--- src/rtl/mem_ctrl_pkg.sv ---
//==============================================================================
// Module   : mem_ctrl_pkg
// Brief    : Shared types and constants for the mem_ctrl host-to-SRAM bridge.
//            Optional feature macro: MEM_CTRL_WRITE_VERIFY_EN (adds VRD/VCAP).
// Revision : 1.0  initial release
//==============================================================================
`timescale 1ns/1ps
`default_nettype none

package mem_ctrl_pkg;

    typedef logic [4:0] addr_t;
    typedef logic [7:0] data_t;

    // Saturation ceiling of the write-verify mismatch counter.
    localparam data_t ERR_CNT_MAX = 8'd255;

    typedef enum logic [2:0] {
        IDLE = 3'd0,
        WR   = 3'd1,
        RD   = 3'd2,
        CAP  = 3'd3,
        RSP  = 3'd4
`ifdef MEM_CTRL_WRITE_VERIFY_EN
        ,
        VRD  = 3'd5,
        VCAP = 3'd6
`endif
    } ctrl_state_e;

endpackage : mem_ctrl_pkg

`default_nettype wire

--- src/rtl/mem_ctrl_if.sv ---
//==============================================================================
// Module   : mem_ctrl_if
// Brief    : Host request/response channel and downstream memory bus bundled
//            together. slave = controller view, master = host + memory view.
// Revision : 1.0  initial release
//==============================================================================
`timescale 1ns/1ps
`default_nettype none

interface mem_ctrl_if
    import mem_ctrl_pkg::*;
();

    // Host request channel
    logic  req_valid;
    logic  req_ready;
    logic  req_write;
    addr_t req_addr;
    data_t req_wdata;

    // Host response channel
    logic  rsp_valid;
    logic  rsp_ready;
    data_t rsp_rdata;

    // Downstream synchronous memory
    logic  mem_read;
    logic  mem_write;
    addr_t mem_addr;
    data_t mem_wdata;
    data_t mem_rdata;

    modport slave (
        input  req_valid, req_write, req_addr, req_wdata, rsp_ready, mem_rdata,
        output req_ready, rsp_valid, rsp_rdata, mem_read, mem_write, mem_addr, mem_wdata
    );

    modport master (
        output req_valid, req_write, req_addr, req_wdata, rsp_ready, mem_rdata,
        input  req_ready, rsp_valid, rsp_rdata, mem_read, mem_write, mem_addr, mem_wdata
    );

endinterface : mem_ctrl_if

`default_nettype wire

--- src/rtl/mem_ctrl.sv ---
//==============================================================================
// Module   : mem_ctrl
// Brief    : Single-outstanding request controller in front of an 8x32
//            synchronous memory. Read latency 2 cycles, response held until
//            the host takes it. All outputs are registered from next-state.
//            Optional feature macro: MEM_CTRL_WRITE_VERIFY_EN -- every write
//            is read back (VRD/VCAP) and mismatches pulse vfy_err and bump
//            a saturating err_cnt.
// Revision : 1.0  initial release
//==============================================================================
`timescale 1ns/1ps
`default_nettype none

module mem_ctrl
    import mem_ctrl_pkg::*;
(
    input  logic      clk,
    input  logic      rst_,
    mem_ctrl_if.slave bus
`ifdef MEM_CTRL_WRITE_VERIFY_EN
    ,
    output logic      vfy_err,
    output data_t     err_cnt
`endif
);

    ctrl_state_e r_state;
    ctrl_state_e w_state_n;

    logic  r_req_ready;
    logic  r_rsp_valid;
    data_t r_rsp_rdata;
    logic  r_mem_read;
    logic  r_mem_write;
    addr_t r_mem_addr;
    data_t r_mem_wdata;
    logic  w_accept;

    // req_ready is only ever high while IDLE, so this is the accept condition.
    assign w_accept = bus.req_valid && r_req_ready;

    // State register.
    always_ff @(posedge clk or negedge rst_) begin
        if (!rst_) begin
            r_state <= IDLE;
        end else begin
            r_state <= w_state_n;
        end
    end

    // Next-state decode; request inputs only matter in IDLE.
    always_comb begin
        w_state_n = r_state;
        unique case (r_state)
            IDLE: begin
                if (w_accept) begin
                    w_state_n = bus.req_write ? WR : RD;
                end
            end
`ifdef MEM_CTRL_WRITE_VERIFY_EN
            WR:   w_state_n = VRD;
            VRD:  w_state_n = VCAP;
            VCAP: w_state_n = IDLE;
`else
            WR:   w_state_n = IDLE;
`endif
            RD:   w_state_n = CAP;
            CAP:  w_state_n = RSP;
            RSP: begin
                // rsp_valid is high throughout RSP, so rsp_ready alone completes it.
                if (bus.rsp_ready) begin
                    w_state_n = IDLE;
                end
            end
            default: w_state_n = IDLE;
        endcase
    end

    // Registered outputs, decoded from the state being entered.
    always_ff @(posedge clk or negedge rst_) begin
        if (!rst_) begin
            r_req_ready <= 1'b0;
            r_rsp_valid <= 1'b0;
            r_rsp_rdata <= '0;
            r_mem_read  <= 1'b0;
            r_mem_write <= 1'b0;
            r_mem_addr  <= '0;
            r_mem_wdata <= '0;
        end else begin
            r_req_ready <= (w_state_n == IDLE);
            r_rsp_valid <= (w_state_n == RSP);
            r_mem_write <= (w_state_n == WR);
`ifdef MEM_CTRL_WRITE_VERIFY_EN
            r_mem_read  <= (w_state_n == RD) || (w_state_n == VRD);
`else
            r_mem_read  <= (w_state_n == RD);
`endif
            // Address/data buses hold until the next accepted request; the
            // write data doubles as the reference for the readback compare.
            if (w_accept) begin
                r_mem_addr  <= bus.req_addr;
                r_mem_wdata <= bus.req_wdata;
            end
            // Memory data is valid during CAP, one cycle after the read strobe.
            if (r_state == CAP) begin
                r_rsp_rdata <= bus.mem_rdata;
            end
        end
    end

`ifdef MEM_CTRL_WRITE_VERIFY_EN
    logic  r_vfy_err;
    data_t r_err_cnt;

    // Readback compare at the end of VCAP; one-cycle error pulse, saturating count.
    always_ff @(posedge clk or negedge rst_) begin
        if (!rst_) begin
            r_vfy_err <= 1'b0;
            r_err_cnt <= '0;
        end else begin
            r_vfy_err <= 1'b0;
            if ((r_state == VCAP) && (bus.mem_rdata != r_mem_wdata)) begin
                r_vfy_err <= 1'b1;
                if (r_err_cnt != ERR_CNT_MAX) begin
                    r_err_cnt <= r_err_cnt + 8'd1;
                end
            end
        end
    end

    assign vfy_err = r_vfy_err;
    assign err_cnt = r_err_cnt;
`endif

    assign bus.req_ready = r_req_ready;
    assign bus.rsp_valid = r_rsp_valid;
    assign bus.rsp_rdata = r_rsp_rdata;
    assign bus.mem_read  = r_mem_read;
    assign bus.mem_write = r_mem_write;
    assign bus.mem_addr  = r_mem_addr;
    assign bus.mem_wdata = r_mem_wdata;

endmodule : mem_ctrl

`default_nettype wire

--- src/flat_wrapper.sv ---
// flat-port wrapper written by rule: the top's interface ports become plain ports
module mem_ctrl_flat import mem_ctrl_pkg::*;
  (clk, rst_, bus_req_valid, bus_req_write, bus_req_addr, bus_req_wdata, bus_rsp_ready, bus_mem_rdata, bus_req_ready, bus_rsp_valid, bus_rsp_rdata, bus_mem_read, bus_mem_write, bus_mem_addr, bus_mem_wdata);
  mem_ctrl_if bus_i ();
  input  logic clk;
  input  logic rst_;
  input wire logic [$bits(bus_i.req_valid)-1:0] bus_req_valid;
  input wire logic [$bits(bus_i.req_write)-1:0] bus_req_write;
  input wire logic [$bits(bus_i.req_addr)-1:0] bus_req_addr;
  input wire logic [$bits(bus_i.req_wdata)-1:0] bus_req_wdata;
  input wire logic [$bits(bus_i.rsp_ready)-1:0] bus_rsp_ready;
  input wire logic [$bits(bus_i.mem_rdata)-1:0] bus_mem_rdata;
  output wire logic [$bits(bus_i.req_ready)-1:0] bus_req_ready;
  output wire logic [$bits(bus_i.rsp_valid)-1:0] bus_rsp_valid;
  output wire logic [$bits(bus_i.rsp_rdata)-1:0] bus_rsp_rdata;
  output wire logic [$bits(bus_i.mem_read)-1:0] bus_mem_read;
  output wire logic [$bits(bus_i.mem_write)-1:0] bus_mem_write;
  output wire logic [$bits(bus_i.mem_addr)-1:0] bus_mem_addr;
  output wire logic [$bits(bus_i.mem_wdata)-1:0] bus_mem_wdata;
  assign bus_i.req_valid = bus_req_valid;
  assign bus_i.req_write = bus_req_write;
  assign bus_i.req_addr = bus_req_addr;
  assign bus_i.req_wdata = bus_req_wdata;
  assign bus_i.rsp_ready = bus_rsp_ready;
  assign bus_i.mem_rdata = bus_mem_rdata;
  assign bus_req_ready = bus_i.req_ready;
  assign bus_rsp_valid = bus_i.rsp_valid;
  assign bus_rsp_rdata = bus_i.rsp_rdata;
  assign bus_mem_read = bus_i.mem_read;
  assign bus_mem_write = bus_i.mem_write;
  assign bus_mem_addr = bus_i.mem_addr;
  assign bus_mem_wdata = bus_i.mem_wdata;
  mem_ctrl u_core (.clk(clk), .rst_(rst_), .bus(bus_i));
endmodule
--- config.mk ---
export PLATFORM = sky130hd
export DESIGN_NAME = mem_ctrl_flat
export DESIGN_NICKNAME = d
export VERILOG_FILES = /design/src/rtl/mem_ctrl_pkg.sv /design/src/rtl/mem_ctrl_if.sv /design/src/rtl/mem_ctrl.sv /design/src/flat_wrapper.sv
export SDC_FILE = /design/constraint.sdc
export NUM_CORES = 1
export LEC_CHECK = 0
export CAP_MARGIN = 15
export CELL_PAD_IN_SITES_DETAIL_PLACEMENT = 0
export CELL_PAD_IN_SITES_GLOBAL_PLACEMENT = 1
export CORE_MARGIN = 5
export CORE_UTILIZATION = 30
export CTS_CLUSTER_DIAMETER = 100
export DETAILED_ROUTE_END_ITERATION = 10
export PLACE_DENSITY = 0.83
export RECOVER_POWER = 50
export SLEW_MARGIN = 20
export SYNTH_ARGS = -nofsm -noshare
export SYNTH_HDL_FRONTEND = slang
export SYNTH_SLANG_ARGS = --single-unit
--- constraint.sdc ---
create_clock -name clk -period 1.6 [get_ports clk]
set_clock_uncertainty 0.2 [all_clocks]
set_input_delay 0.32 -clock clk [delete_from_list [all_inputs] [get_ports clk]]
set_output_delay 0.32 -clock clk [all_outputs]
set_load 0.01 [all_outputs]
After elaboration in Yosys (flattened, before gate mapping) --
Index checks and enable logic that the tools add are counted.
Word-level totals: register bits after elaboration 28, bits in latches 0, RAM bits 0, memory bits (read-only) 0, input bits 26, output and inout port bits 25, word-level logic and storage cells 21, memories 0
Operators by class: $add $sub $neg 0, multiply operators 0, div/mod/pow operators 0, $lt $le $gt $ge 0, equal/unequal tests 6, shift operators 0, mux-type cells 4, bitwise gates (word level) 0, reduce and logical (&&, ||, !) cells 3
Operator list (count):
- one-hot mux 3 bit (4 select lines) | 1
- == test 3 x 2 -> 1 bit, second input constant | 3
- == test 3 bit, second input constant | 2
- logical NOT 3 bit | 2
- 2-to-1 mux 3 bit | 2
- == test 3 x 1 -> 1 bit, second input constant | 1
- 2-to-1 mux 2 bit | 1
- logical AND 1 bit | 1

Logic depth before layout (Yosys ltp) --
Gate-level depths: netlist of run 1.
depth after elaboration 4, gate-level depth with buffers 3, depth with buffers taken out 2

Worst setup path after synthesis of run 1 --
Ideal clock, no wire load.
kind register to register, from register u_core.r_req_ready, in the netlist u_core.bus.req_ready, to register u_core.r_mem_addr[3], in the netlist u_core.bus.mem_addr[3], library setup time 125 ps, arrival time 1121 ps, data required time 1275 ps, path slack 155 ps, cell stages (with the launch flop) 4, path buffers 1, clock period less this slack 1445 ps, cells stage by stage dfrtp_1 nand2_1 buf_2 mux2_2
Between the ends: word-level cells in the longest chain between the ends 1
Ends and longest elaborated chain:
- start: declaration | RTL line mem_ctrl.sv:30 | logic r_req_ready;
- start signal: assignment | RTL line mem_ctrl.sv:90 | r_req_ready <= (w_state_n == IDLE);
- logical AND 1 bit | RTL line mem_ctrl.sv:40 | assign w_accept = bus.req_valid && r_req_ready;
- end signal: assignment | RTL line mem_ctrl.sv:101 | r_mem_addr <= bus.req_addr;
- end: declaration | RTL line mem_ctrl.sv:35 | addr_t r_mem_addr;
Every way passes these cells. A chain may end at the register's enable or synchronous reset.

Final worst setup path of run 1 --
from register u_core.r_rsp_rdata[2], in the netlist u_core.bus.rsp_rdata[2], to output port bus_rsp_rdata[2]
RTL lines:
- start: declaration | RTL line mem_ctrl.sv:32 | data_t r_rsp_rdata;
- start signal: assignment | RTL line mem_ctrl.sv:106 | r_rsp_rdata <= bus.mem_rdata;
- end: declaration | RTL line flat_wrapper.sv:15 | output wire logic [$bits(bus_i.rsp_rdata)-1:0] bus_rsp_rdata;
No word-level cell between the ends.

==> results of run 1 <==
-- logic make-up after synthesis --
logic type / synth area share [%]
AOI/OAI and AO/OA: 2.40
DFF: 67.1
buffers and inverters: 1.32
and+or+nand+nor: 6.47
muxes: 22.7
-- synthesized netlist by cell type --
master    number  area [um^2]
inv_1          1         3.75
nand2_1        3         11.3
nor4_1         1         6.26
o221a_2        1         11.3
nand3b_1       3         22.5
nor4b_1        1         8.76
buf_2          2         10.0
a211oi_1       1         7.51
mux2_2        21          236
or4b_4         1         13.8
dfrtp_1       28          701
a31oi_1        1         6.26
nor3_1         1         5.00
-- power by group --
part	leakage, nW	internal (mW)	switching (mW)
logic	0.386	0.667	0.469
registers	0.336	1.03	0.171
clock network	0.0279	0.253	0.198
-- final cells by class --
type / count / area [um^2]
clock buffers: 3 / 22.5
well taps: 46 / 57.6
fillers: 334 / 1700
repair buffers: 56 / 520
inverters: 1 / 3.75
clock inverters: 1 / 30.0
multi-input cells: 34 / 325
flip-flops and latches: 28 / 701
-- flip-flops by register name, summed over array words and instances (netlist names) --
signal                cells
u_core.bus.rsp_valid      1
u_core.bus.mem_write      1
u_core.bus.mem_read       1
u_core.bus.rsp_rdata      8
u_core.bus.mem_wdata      8
u_core.bus.req_ready      1
u_core.bus.mem_addr       5
u_core.r_state            3
-- repair_timing --
| item | CTS | global route |
|---|---|---|
| hold buffers | 0 | 0 |
| pin swaps | 0 | 0 |
| setup endpoints to repair | 25 | 2 |
| setup buffers | 0 | 0 |
| resized for setup | 25 | 2 |
-- path summary, 6_finish.rpt --
check	from	to	slack, ns	depth (start not counted)
setup / recovery	u_core.bus.rsp_rdata[2]$_DFFE_PN0P_	bus_rsp_rdata[2]	0.06	1
hold / removal	u_core.bus.rsp_rdata[4]$_DFFE_PN0P_	u_core.bus.rsp_rdata[4]$_DFFE_PN0P_	0.32	1
setup reg to reg	u_core.r_state[2]$_DFF_PN0_	u_core.bus.rsp_rdata[3]$_DFFE_PN0P_	0.11	3
hold reg to reg	u_core.bus.rsp_rdata[4]$_DFFE_PN0P_	u_core.bus.rsp_rdata[4]$_DFFE_PN0P_	0.32	1
max in group asynchronous	rst_	u_core.bus.mem_write$_DFF_PN0_	0.44	2
min in group asynchronous	rst_	u_core.bus.mem_wdata[6]$_DFFE_PN0N_	0.34	2
-- routing by layer --
layer	wire [um]	track usage (%)
met1	810	9.95
met2	1230	18.5
met3	256	2.76
met4	12	3.65
met5	0	0
-- worst reg2reg max path, stage by stage, from the launching register on --
cell and delay (ns):
dfrtp_1 0.46, nand3b_1 0.13, clkbuf_2 0.23, mux2_2 0.37
==> results.cfg, run 1 <==
[power_and_ir_drop]
irDropWorstVdd_mv = 0.414
power.density_nw_per_um2 = 1680
leakage_nw = 0.750
power.total_mw = 2.79

[critical_path]
cp.buffers_inverters = 1
arrival_ns = 1.02
path_cells = dlygate4sd2_1
slowest_stage = dfrtp_1
startpoint_type = flip-flop
worstSetupPathType = reg2out
crit_path_max_incr_delay_ns = 0.41
worstPathMaxFanout = 2
required_ns = 1.08
path_delay_family = flip-flops
endpoint_kind = output port

[detailed_routing]
drt_iter0_drc = 18
drc = 0
drtAntennaViolNets = 0
vias_per_cell = 4.49
routed_wl_um = 2310
wire_per_inst_um = 13.7
drtPass1Iterations = 2
vias = 759

[grt]
grt_pass1_vias = 749
grt_overflow = 0
grt_max_degree = 29
antenna_found_initial = 0
grt_pass1_wl_um = 3410
grt_usage_pct = 9.72

[sta]
tightest_slew_ns = 0.654
tns_ns = 0
finalCriticalPeriod_ns = 1.54
whs_ns = 0.318
finalWorstSetupSlack_ns = 0.0621
timing.fmax_mhz = 650
setup_viol = 0
post-route-period-util_pct = 96.1
max-slew-margin-rel_pct = 56.4
grt_setup_unrepaired = no
slew_viol_final = 0
finalHoldViolCount = 0

[die]
dieArea_um2 = 4760
rows = 21
start_util_pct = 31.0
core-area_um2 = 3360
die_w_um = 69.0
io_pins = 51
die_y_um = 69.0

[yosys]
synth-seq-area-share_pct = 67.1
synth_cell_types = 13
synthesis.area_um2 = 1040
synth-seq-cells = 28
ys_warn_count = 0
syn_area_per_cell_um2 = 16.1
netlist_instances = 65
syn_nets = 91

[place]
numPlacedInstances = 165
dpl_worst_slack_ns = -0.0904
place_hpwl_um = 1840
place.gp.congestion = 0.663
io_buffer_count = 50
place_area_um2 = 1660

[finish]
syn_to_final_growth_pct = 59.1
fin_util_pct = 49.4
final_nets = 150
drive_above_1_share_pct = 25.2
design_area_um2 = 1660
final_common_cell = dfrtp_1
layoutNonFillerInstCount = 169
final_cell_mix = 28 x dfrtp_1, 24 x clkdlybuf4s50_1, 23 x dlygate4sd2_1
antenna_cells = 0

[min_path]
min_path_type = reg2reg

[clocking]
cts_max_level = 1
numCtsBuffers = 3
clkSinkCount = 28
cts_root_buffer = clkbuf_4
cts_tree = yes
clk-insertion-delay-late_ns = 0.32
path_clk_slew_ns = 0.15
cts_buffer_depth = 2

[job]
cap_violations = 0

[status]
status = finished, final reports clean
Note: power is estimated with default switching activity, not from simulation.
==> run 2: changes to the inputs <==
--- a/config.mk
+++ b/config.mk
@@ -12,7 +12,7 @@
 export CORE_UTILIZATION = 30
 export CTS_CLUSTER_DIAMETER = 100
 export DETAILED_ROUTE_END_ITERATION = 10
-export PLACE_DENSITY = 0.83
+export PLACE_DENSITY_LB_ADDON = 0.05
 export RECOVER_POWER = 50
 export SLEW_MARGIN = 20
 export SYNTH_ARGS = -nofsm -noshare
==> run 2 against run 1 <==
Effect of this change:
- die area is the same
- maximum frequency grew 0.23%
- routed wire length shrank 2.5%
- via count shrank 4.0%
- combinational power is essentially flat
- clock power shrank 25%
- highest routed layer unchanged
- critical path type unchanged
- hold slack lost 0.0031 ns
- setup slack gained 0.0035 ns
- clock-buffer cell count grew 1
- sequential power is essentially flat
==> results.cfg, run 2 (synthesis results as in run 1) <==
[finish]
design_area_um2 = 1640
final_common_cell = dfrtp_1
final_cell_mix = 28 x dfrtp_1, 24 x clkdlybuf4s50_1, 24 x dlygate4sd2_1
syn_to_final_growth_pct = 56.7
drive_above_1_share_pct = 24.6
final_nets = 149
fill_cells = 337
antenna_cells = 0

[critical_path]
path_delay_family = flip-flops
rr_worst_depth = 2
cp.buffers_inverters = 1
required_ns = 1.08
crit_path_max_incr_delay_ns = 0.41
critPathLaunch = u_core.bus.mem_addr[4]$_DFFE_PN0N_
path_cells = dlygate4sd2_1
path_depth = 1
worstPathMaxFanout = 2
arrival_ns = 1.01
startpoint_type = flip-flop
worstSetupPathType = reg2out
r2r-start = u_core.r_state[0]$_DFF_PN0_
slowest_stage = dfrtp_1
endpoint_kind = output port

[min_path]
whs_path_depth = 1
min_path_type = reg2reg
min_from = u_core.bus.mem_wdata[1]$_DFFE_PN0N_

[detailed_routing]
vias = 729
vias_per_cell = 4.34
drt_iter0_drc = 21
wire_per_inst_um = 13.4
drtPass1Iterations = 4
routed_wl_um = 2260
drtAntennaViolNets = 0
drc = 0

[grt]
grt_max_degree = 29
use_met1_pct = 11.6
grt_pass1_vias = 763
busiest_layer = met2
grt_overflow = 0
grt_usage_pct = 9.97
met2_usage_pct = 16.2
grtUsageMet3_pct = 3.40
grt_pass1_wl_um = 3420
antenna_found_initial = 0

[die]
die_w_um = 69.0
start_util_pct = 31.0
rows = 21
dieArea_um2 = 4760
io_pins = 51
die_y_um = 69.0
core-area_um2 = 3360

[clocking]
cts_tree = yes
path_clk_slew_ns = 0.15
cts_buffer_depth = 2
clk-insertion-delay-late_ns = 0.32
cts_root_buffer = clkbuf_4
clkSinkCount = 28
numCtsBuffers = 3
hold_buffers = 0
cts_max_level = 1

[power_and_ir_drop]
leakage_nw = 0.740
irDropWorstVdd_mv = 0.741
power.density_nw_per_um2 = 1610
power.total_mw = 2.64

[sta]
grt_setup_unrepaired = no
post-route-period-util_pct = 95.9
max-slew-margin-rel_pct = 55.6
finalCriticalPeriod_ns = 1.53
whs_ns = 0.315
slew_viol_final = 0
tightest_slew_ns = 0.667
timing.fmax_mhz = 652
setup_viol = 0
tns_ns = 0
finalHoldViolCount = 0

[status]
status = finished, final reports clean

[job]
cap_violations = 0

[place]
place_hpwl_um = 1720
place_area_um2 = 1650
place.gp.congestion = 0.667
io_buffer_count = 50
run 2: changes by cell type in the layout (fill, tap and decap cells not counted), sizes merged:
cell           before  now
clkbuf              6    7
bufinv              1    0
dlygate4sd2        23   24
clkdlybuf4s15       2    1
buf                 3    2
run 2: area by class of cell:
class,instances,area [um^2],area share [%]
sequential,28,701,42.8
tap,46,57.6,3.52
inverter,1,3.75,0.230
timing repair buffer,55,512,31.3
multi-input combinational,34,325,19.9
clock buffer,4,36.3,2.22
run 2: power by group:
group / internal, mW / switching (mW) / total [mW]
logic: 0.659 / 0.456 / 1.11
clock network: 0.139 / 0.198 / 0.337
registers: 1.03 / 0.159 / 1.19
total: 1.83 / 0.812 / 2.64
run 2: layer usage:
metal | share of wire, % | vias to the layer above
met5 | 0 | -
met1 | 38 | 343
met3 | 12 | 4
met4 | 1.6 | 0
li1 | - | 348
met2 | 49 | 34
run 2: worst paths after layout:
path | to | slack, ns
min in group asynchronous | u_core.bus.mem_addr[2]$_DFFE_PN0N_ | 0.34
hold / removal | u_core.bus.mem_wdata[1]$_DFFE_PN0N_ | 0.31
max in group asynchronous | u_core.bus.rsp_rdata[2]$_DFFE_PN0P_ | 0.43
hold reg to reg | u_core.bus.mem_wdata[1]$_DFFE_PN0N_ | 0.31
setup reg to reg | u_core.bus.req_ready$_DFF_PN0_ | 0.10
setup / recovery | bus_mem_addr[4] | 0.07
run 2: stage by stage:
stage                     setup slack (ns)  std cells  utilization (%)
after floorplan                      0.155         65                -
after global placement             -0.0680        163             49.0
after detailed placement           -0.0999        163             49.0
after CTS                           0.0259        168             49.3
after global routing               0.00582        168             48.6
final                               0.0657        168             48.6
run 2: what timing repair did:
action | 4_1_cts | 5_1_grt
buffers inserted | 1 | 0
resized for setup | 25 | 1
setup endpoints to repair | 25 | 1
